[src/rtl/uart_rx_arbiter_pkg.sv]
// rtl/uart_rx_arbiter_pkg.sv - shared types and defaults for the uart rx arbiter
package uart_rx_arbiter_pkg;

    localparam int DEFAULT_NUM_CH         = 4;
    localparam int DEFAULT_DATA_BIT_COUNT = 8;

    typedef enum logic {
        ARB_IDLE  = 1'b0,
        ARB_OFFER = 1'b1
    } arb_state_t;

endpackage

[src/rtl/uart_rx_arbiter_capture.sv]
// rtl/uart_rx_arbiter_capture.sv - per-channel edge detect, one-byte hold and overrun flag
module rx_capture #(
    parameter int DATA_BIT_COUNT = 8
) (
    input  logic                      clk,
    input  logic                      rst,
    input  logic                      rx_ready,
    input  logic [DATA_BIT_COUNT-1:0] rx_data,
    input  logic                      take,
    output logic                      pending,
    output logic [DATA_BIT_COUNT-1:0] hold,
    output logic                      overrun,
    input  logic                      overrun_clr
);

    logic rx_prev;
    logic capture;

    assign capture = rx_ready && !rx_prev;

    always_ff @(posedge clk) begin
        if (rst) begin
            // Starts high so a ready level already asserted at reset is ignored.
            rx_prev <= 1'b1;
            pending <= 1'b0;
            hold    <= '0;
            overrun <= 1'b0;
        end else begin
            rx_prev <= rx_ready;
            // A grant in the same cycle frees the slot, so the new byte still fits.
            if (capture && (!pending || take)) begin
                hold    <= rx_data;
                pending <= 1'b1;
            end else if (take) begin
                pending <= 1'b0;
            end
            if (capture && pending && !take) begin
                overrun <= 1'b1;
            end else if (overrun_clr) begin
                overrun <= 1'b0;
            end
        end
    end

endmodule

[src/rtl/uart_rx_arbiter.sv]
// rtl/uart_rx_arbiter.sv - round-robin merge of uart_rx byte streams into one tagged stream
module uart_rx_arbiter
    import uart_rx_arbiter_pkg::*;
#(
    parameter int NUM_CH         = DEFAULT_NUM_CH,
    parameter int DATA_BIT_COUNT = DEFAULT_DATA_BIT_COUNT
) (
    input  logic                             clk,
    input  logic                             rst,
    input  logic [NUM_CH-1:0]                rx_ready,
    input  logic [NUM_CH*DATA_BIT_COUNT-1:0] rx_data,
    output logic                             out_valid,
    input  logic                             out_ready,
    output logic [DATA_BIT_COUNT-1:0]        out_data,
    output logic [$clog2(NUM_CH)-1:0]        out_ch,
    output logic [NUM_CH-1:0]                overrun,
    input  logic [NUM_CH-1:0]                overrun_clr
);

    localparam int CH_W = $clog2(NUM_CH);

    arb_state_t                state;
    arb_state_t                state_next;
    logic [NUM_CH-1:0]         pending;
    logic [NUM_CH-1:0]         take;
    logic [DATA_BIT_COUNT-1:0] hold [NUM_CH];
    logic [CH_W-1:0]           last_grant;
    logic [CH_W-1:0]           grant_idx;
    logic [CH_W:0]             search;
    logic                      grant_any;
    logic                      load;

    for (genvar i = 0; i < NUM_CH; i++) begin : g_ch
        rx_capture #(
            .DATA_BIT_COUNT(DATA_BIT_COUNT)
        ) u_capture (
            .clk        (clk),
            .rst        (rst),
            .rx_ready   (rx_ready[i]),
            .rx_data    (rx_data[i*DATA_BIT_COUNT +: DATA_BIT_COUNT]),
            .take       (take[i]),
            .pending    (pending[i]),
            .hold       (hold[i]),
            .overrun    (overrun[i]),
            .overrun_clr(overrun_clr[i])
        );
    end

    // Walk offsets from farthest to nearest so the channel right after last_grant wins.
    always_comb begin
        grant_any = 1'b0;
        grant_idx = '0;
        search    = '0;
        for (int k = NUM_CH; k >= 1; k--) begin
            search = {1'b0, last_grant} + (CH_W+1)'(k);
            if (search >= (CH_W+1)'(NUM_CH)) begin
                search = search - (CH_W+1)'(NUM_CH);
            end
            if (pending[search[CH_W-1:0]]) begin
                grant_any = 1'b1;
                grant_idx = search[CH_W-1:0];
            end
        end
    end

    always_comb begin
        state_next = state;
        load       = 1'b0;
        take       = '0;
        case (state)
            ARB_IDLE: begin
                if (grant_any) begin
                    load       = 1'b1;
                    take       = NUM_CH'(1) << grant_idx;
                    state_next = ARB_OFFER;
                end
            end
            ARB_OFFER: begin
                if (out_ready) begin
                    state_next = ARB_IDLE;
                end
            end
            default: state_next = ARB_IDLE;
        endcase
    end

    always_ff @(posedge clk) begin
        if (rst) begin
            state      <= ARB_IDLE;
            out_data   <= '0;
            out_ch     <= '0;
            last_grant <= CH_W'(NUM_CH - 1);
        end else begin
            state <= state_next;
            if (load) begin
                out_data <= hold[grant_idx];
                out_ch   <= grant_idx;
            end
            if (state == ARB_OFFER && out_ready) begin
                last_grant <= out_ch;
            end
        end
    end

    assign out_valid = (state == ARB_OFFER);

endmodule
[config.mk]
export PLATFORM = sky130hd
export DESIGN_NAME = uart_rx_arbiter
export DESIGN_NICKNAME = d
export VERILOG_FILES = /design/src/rtl/uart_rx_arbiter_pkg.sv /design/src/rtl/uart_rx_arbiter_capture.sv /design/src/rtl/uart_rx_arbiter.sv
export SDC_FILE = /design/constraint.sdc
export NUM_CORES = 1
export LEC_CHECK = 0
export CAP_MARGIN = 25
export CORE_ASPECT_RATIO = 2
export CORE_MARGIN = 3
export CORE_UTILIZATION = 30
export CTS_CLUSTER_DIAMETER = 30
export DETAILED_ROUTE_END_ITERATION = 10
export GPL_TIMING_DRIVEN = 0
export PLACE_DENSITY_LB_ADDON = 0.12
export SYNTH_ARGS = -nofsm -noshare
export SYNTH_HDL_FRONTEND = slang
export SYNTH_SLANG_ARGS = --single-unit
[constraint.sdc]
create_clock -name clk -period 2.35 [get_ports clk]
set_clock_uncertainty 0.1 [all_clocks]
set_input_delay 0.5875 -clock clk [delete_from_list [all_inputs] [get_ports clk]]
set_output_delay 0.5875 -clock clk [all_outputs]
set_load 0.01 [all_outputs]
After elaboration in Yosys (flattened, before gate mapping)
Cells that the tools add are included.
{"block": "totals", "ff_bits": 57, "latch_bits": 0, "ram_bits": 0, "rom_bits": 0, "in_bits": 43, "elab_cells": 126, "memories": 0}
{"block": "op_classes", "n_addsub": 8, "mul": 0, "n_div": 0, "order_cmp": 9, "eq_ne": 0, "shift": 1, "mux": 45, "bitwise_logic": 2, "reduce_logical": 41}
{"op": "$mux W1", "n": 27}
{"op": "$logic_and A1 B1 Y1", "n": 17}
{"op": "$bmux W8 S2", "n": 1}
{"op": "$mux W2", "n": 8}
{"op": "$mux W8", "n": 2}
{"op": "$reduce_bool A2 Y1", "n": 8}
{"op": "$ge A3 B3 Y1 const B", "n": 5}
{"op": "$logic_not A1 Y1", "n": 12}
{"op": "$lt A2 B3 Y1 const B", "n": 4}
{"op": "$bmux W1 S2", "n": 4}
{"op": "$mux W4", "n": 2}
{"op": "$sub A2 B1 Y2 const B", "n": 4}
{"op": "$add A2 B2 Y3 const B", "n": 2}
{"op": "$logic_or A1 B1 Y1", "n": 4}
{"op": "$shl A1 B2 Y4 const A", "n": 1}
{"op": "$add A2 B1 Y3 const B", "n": 1}
{"op": "$add A2 B3 Y3 const B", "n": 1}
{"op": "$not A2 Y3", "n": 1}
{"op": "$pmux W1 S2", "n": 1}
{"op": "$not A1 Y1", "n": 1}

Depth between registers and ports, before layout
{"block": "depth", "word_depth": 15, "ltp_mapped": 8}

Cells and area by module
From an unflattened synthesis, not the netlist that was laid out.
{"block": "unflattened", "cells_unflattened": 282, "hier_area_um2": 2870.3}
{"mod": "rx_capture", "n_inst": 4, "cells_per_inst": 46, "area_each_um2": 490.5}
{"mod": "uart_rx_arbiter", "n_inst": 1, "cells_per_inst": 98, "area_each_um2": 908.4}

Worst setup path after synthesis
OpenSTA, ideal clock, no wires.
{"block": "synth_timing", "path_type": "flip-flop to flip-flop", "from": "register g_ch[0].u_capture.pending", "to": "register g_ch[1].u_capture.hold[0]", "arrival_ns": 1.753, "required_time_ns": 2.178, "path_slack_ns": 0.425, "path_stages_with_launch": 7, "n_path_buf": 1, "synth_period_minus_slack_ns": 1.925, "path_cell_list": "dfxtp_1 > buf_6 > o21bai_1 > a21oi_1 > nor2_1 > o41ai_4 > mux2i_1"}
{"block": "synth_via", "elab_chain_len": 11, "elab_cells_between_ends": 21, "cone_classes": "shift: 1; mux: 18; reduce/logical: 2"}
{"item": "start: declaration", "line": "uart_rx_arbiter_capture.sv:10", "source": "output logic pending,"}
{"item": "start signal: assignment", "line": "uart_rx_arbiter_capture.sv:25", "source": "pending <= 1'b0;"}
{"item": "start signal: assignment", "line": "uart_rx_arbiter_capture.sv:33", "source": "pending <= 1'b1;"}
{"item": "start signal: assignment", "line": "uart_rx_arbiter_capture.sv:35", "source": "pending <= 1'b0;"}
{"item": "$bmux W1 S2", "line": "uart_rx_arbiter.sv:59", "source": "if (pending[search[CH_W-1:0]]) begin"}
{"item": "$mux W1 (implied by the code)", "line": "uart_rx_arbiter.sv:59"}
{"item": "$mux W2 (4 in series)", "line": "uart_rx_arbiter.sv:59"}
{"item": "$shl A1 B2 Y4", "line": "uart_rx_arbiter.sv:74", "source": "take = NUM_CH'(1) << grant_idx;"}
{"item": "$mux W4 *", "line": "uart_rx_arbiter.sv:72", "source": "if (grant_any) begin"}
{"item": "$mux W4 *", "line": "uart_rx_arbiter.sv:70", "source": "case (state)"}
{"item": "$logic_or A1 B1 Y1 *", "line": "uart_rx_arbiter_capture.sv:31", "source": "if (capture && (!pending || take)) begin"}
{"item": "$logic_and A1 B1 Y1 *", "line": "uart_rx_arbiter_capture.sv:31"}
{"item": "end signal: assignment", "line": "uart_rx_arbiter_capture.sv:32", "source": "hold <= rx_data;"}
{"item": "end: declaration", "line": "uart_rx_arbiter_capture.sv:11", "source": "output logic [DATA_BIT_COUNT-1:0] hold,"}
Every way passes the cells marked *; elsewhere a longest branch is shown, timed or not. The select of a mux whose other input is x is not followed.
A chain may end at the register's enable or synchronous reset.

Worst setup path after layout
{"block": "layout_timing", "from": "register g_ch[0].u_capture.pending", "to": "register g_ch[0].u_capture.hold[0]"}
{"block": "layout_via", "elab_chain_len": 11, "elab_cells_between_ends": 22, "cone_classes": "shift: 1; mux: 18; reduce/logical: 3"}
{"item": "$bmux W1 S2", "line": "uart_rx_arbiter.sv:59"}
{"item": "$mux W1 (implied by the code)", "line": "uart_rx_arbiter.sv:59"}
{"item": "$mux W2 (4 in series)", "line": "uart_rx_arbiter.sv:59"}
{"item": "$shl A1 B2 Y4", "line": "uart_rx_arbiter.sv:74"}
{"item": "$mux W4", "line": "uart_rx_arbiter.sv:72"}
{"item": "$mux W4", "line": "uart_rx_arbiter.sv:70"}
{"item": "$logic_or A1 B1 Y1 *", "line": "uart_rx_arbiter_capture.sv:31"}
{"item": "$logic_and A1 B1 Y1 *", "line": "uart_rx_arbiter_capture.sv:31"}
{"item": "end signal: assignment", "line": "uart_rx_arbiter_capture.sv:32"}
{"item": "end: declaration", "line": "uart_rx_arbiter_capture.sv:11"}
Marked as above.

==> results.toml <==
[status]
status = "completed"

[min_path]
hp-class = "reg -> reg"

[setup_path]
critPathKind = "reg -> reg"
r2r_slack_ns = 0.14
critPathMaxFanout = 10
cp_data_arrival_time_ns = 2.28
worstSetupEndpointType = "flip-flop"
cp.required_ns = 2.42
cp-start-kind = "flip-flop"

[power_and_ir_drop]
leakagePower_nw = 1.35
total_power_mw = 2.68
peakVddDrop_v = 0.000354
power_density_nw_per_um2 = 661

[grt]
grt_max_degree = 20
grt_pass1_wl_um = 15600
grt_overflow = 0
grt_antenna_before_repair = 0
track_usage_pct = 18.1
grt_pass1_vias = 2978

[route]
viasPerCell = 5.25
wl_um = 9820
wl_per_cell_um = 18.1
dr.pass1.iters = 4
drc_errors = 0
vias = 2843
drt-initial-drc-count = 160
ant_nets = 0

[clock_network]
cts_tree = "yes"
ctsHoldBuffers = 0
clock-sinks = 57
htreeDepth = 3
numCtsBuffers = 9
clkSlewWorstSetupHoldPaths_ns = 0.05
clock_path_buffers = 2
insertion_delay_ns = 0.33
cts-root-buf = "clkbuf_16"

[sta]
worstMarginPinSlew_ns = 0.576
rsz0062_at_grt = "true"
fmax_mhz = 452
hold_slack_ns = 0.358
finalHoldViolCount = 0
finalMaxSlewViolations = 0
fin_crit_sh_pct = 94.2
worst_slack_ns = 0.137
setup_violations = 0
min_period_ns = 2.21
relSlewSlack_pct = 61.6

[place]
place_inst = 525
preCtsSetupSlack_ns = -0.158
numPortBuffers = 56
dp_hpwl_um = 7540
gp_congestion = 0.845

[floorplanning]
boundaryPins = 58
dieArea_um2 = 11300
dieHeight_um = 147
dieWidth_um = 76.6
core-area_um2 = 9700
rows = 51
start_util_pct = 30.8

[synth]
ys_warn_count = 0
synth_top_family_by_area = "simple AND/OR/NAND/NOR gates"
synthCells = 337
ys_types = 41
synth.avg_cell_area_um2 = 8.87
synth_compound_area_share_pct = 18.4
yosys.area_share.simple_pct = 26.2
synth_mux_area_share_pct = 11.1
synth_seq_cells = 57
synth_xor_area_share_pct = 0
syn-cell-area_um2 = 2990
syn_nets = 380
synthAdderAreaFrac_pct = 0
ys_seq_area_share_pct = 38.2

[finish]
syn2layout_area_growth_pct = 35.8
drive_gt1_share_pct = 10.5
layout_commonest_cell = "dfxtp_1"
final_nets = 450
stdcell_count = 542
final_cell_mix = "dfxtp_1, clkdlybuf4s50_1, nand2_1"
antennaDiodeCount = 0

[flow_run]
max_cap_viol_count = 0
## per-layer routing
metal  wire, um  global-route usage, %
met3        358                   4.66
met4        447                   10.4
met5          0                      0
met1       3720                   17.4
met2       5300                   34.1
## what timing repair did
item                       in CTS  in global routing
resized for setup               2                  6
setup buffers                   0                  4
pin swaps                       0                  2
setup endpoints to repair      16                 28
## path summary, 6_finish.rpt
| kind | end | depth (start not counted) | start |
|---|---|---|---|
| worst max-delay path | g_ch[0].u_capture.hold[0]$_SDFFE_PP0P_ | 6 | g_ch[0].u_capture.pending$_SDFFE_PP0P_ |
| worst min-delay path | g_ch[1].u_capture.hold[2]$_SDFFE_PP0P_ | 2 | g_ch[1].u_capture.hold[2]$_SDFFE_PP0P_ |
| worst max register to register | g_ch[0].u_capture.hold[0]$_SDFFE_PP0P_ | 6 | g_ch[0].u_capture.pending$_SDFFE_PP0P_ |
| worst min register to register | g_ch[1].u_capture.hold[2]$_SDFFE_PP0P_ | 2 | g_ch[1].u_capture.hold[2]$_SDFFE_PP0P_ |
## critical path, stage by stage (launching register included)
cell and delay [ns]:
dfxtp_1 0.41, buf_6 0.17, o21bai_1 0.12, a21oi_1 0.11, or2_2 0.38, nor3_2 0.52, o311ai_0 0.23
## power breakdown
group | leakage, nW | total [mW] | internal, mW | switching, mW
combinational | 0.762 | 0.463 | 0.203 | 0.260
clock | 0.129 | 1.17 | 0.756 | 0.409
sequential | 0.464 | 1.06 | 1.02 | 0.0399
total | 1.35 | 2.68 | 1.98 | 0.709
## flip-flops by register name, indices dropped and copies added (netlist names)
register	flops
g_ch.u_capture.hold	32
out_data	8
g_ch.u_capture.overrun	4
g_ch.u_capture.pending	4
g_ch.u_capture.rx_prev	4
last_grant	2
out_ch	2
out_valid	1
## per-stage QoR
step	util, %	instance area, um^2	setup TNS [ns]
detailed placement	38.3	3710	-2.78
global placement	38.3	3710	-2.25
floorplan	-	2990	0
CTS	41.0	3980	0
finish	41.8	4060	0
global route	41.8	4060	-0.000747
## cells in the mapped netlist, drive strengths merged
master | number | area share [%]
dfxtp | 57 | 38
nand2 | 53 | 6.7
mux2i | 33 | 11
clkbuf | 26 | 3.3
nand3 | 22 | 3.7
a31oi | 16 | 3.3
nor3b | 16 | 4.0
nor4b | 16 | 4.7
o311ai | 16 | 4.7
buf | 11 | 2.6
nand4 | 8 | 1.7
o221ai | 8 | 2.3
a21oi | 7 | 1.5
nand2b | 7 | 1.5
or2 | 7 | 1.5
o31ai | 6 | 1.5
nor2 | 5 | 0.71
nand3b | 4 | 1.0
o21ai | 3 | 0.50
a211oi | 2 | 0.92
inv | 2 | 0.25
o22ai | 2 | 0.88
a2111o | 1 | 0.38
a2111oi | 1 | 0.50
a211o | 1 | 0.29
a22o | 1 | 0.29
and3 | 1 | 0.21
nor2b | 1 | 0.21
nor3 | 1 | 0.17
nor4 | 1 | 0.21
o21bai | 1 | 0.25
o41ai | 1 | 0.92
## cell families after synthesis
logic type | Yosys count
mux | 33
flops | 57
simple gates | 142
buf+inv | 39
compound gates | 66
## area by class of cell
type,instances,area [um^2]
multi-input combinational,241,1690
tap,132,165
sequential,57,1140
buffer,36,175
clock buffer,14,264
inverter,2,7.51
fill,1008,5640
timing repair buffer,60,616
No activity file was read; power rests on OpenSTA's default activity.
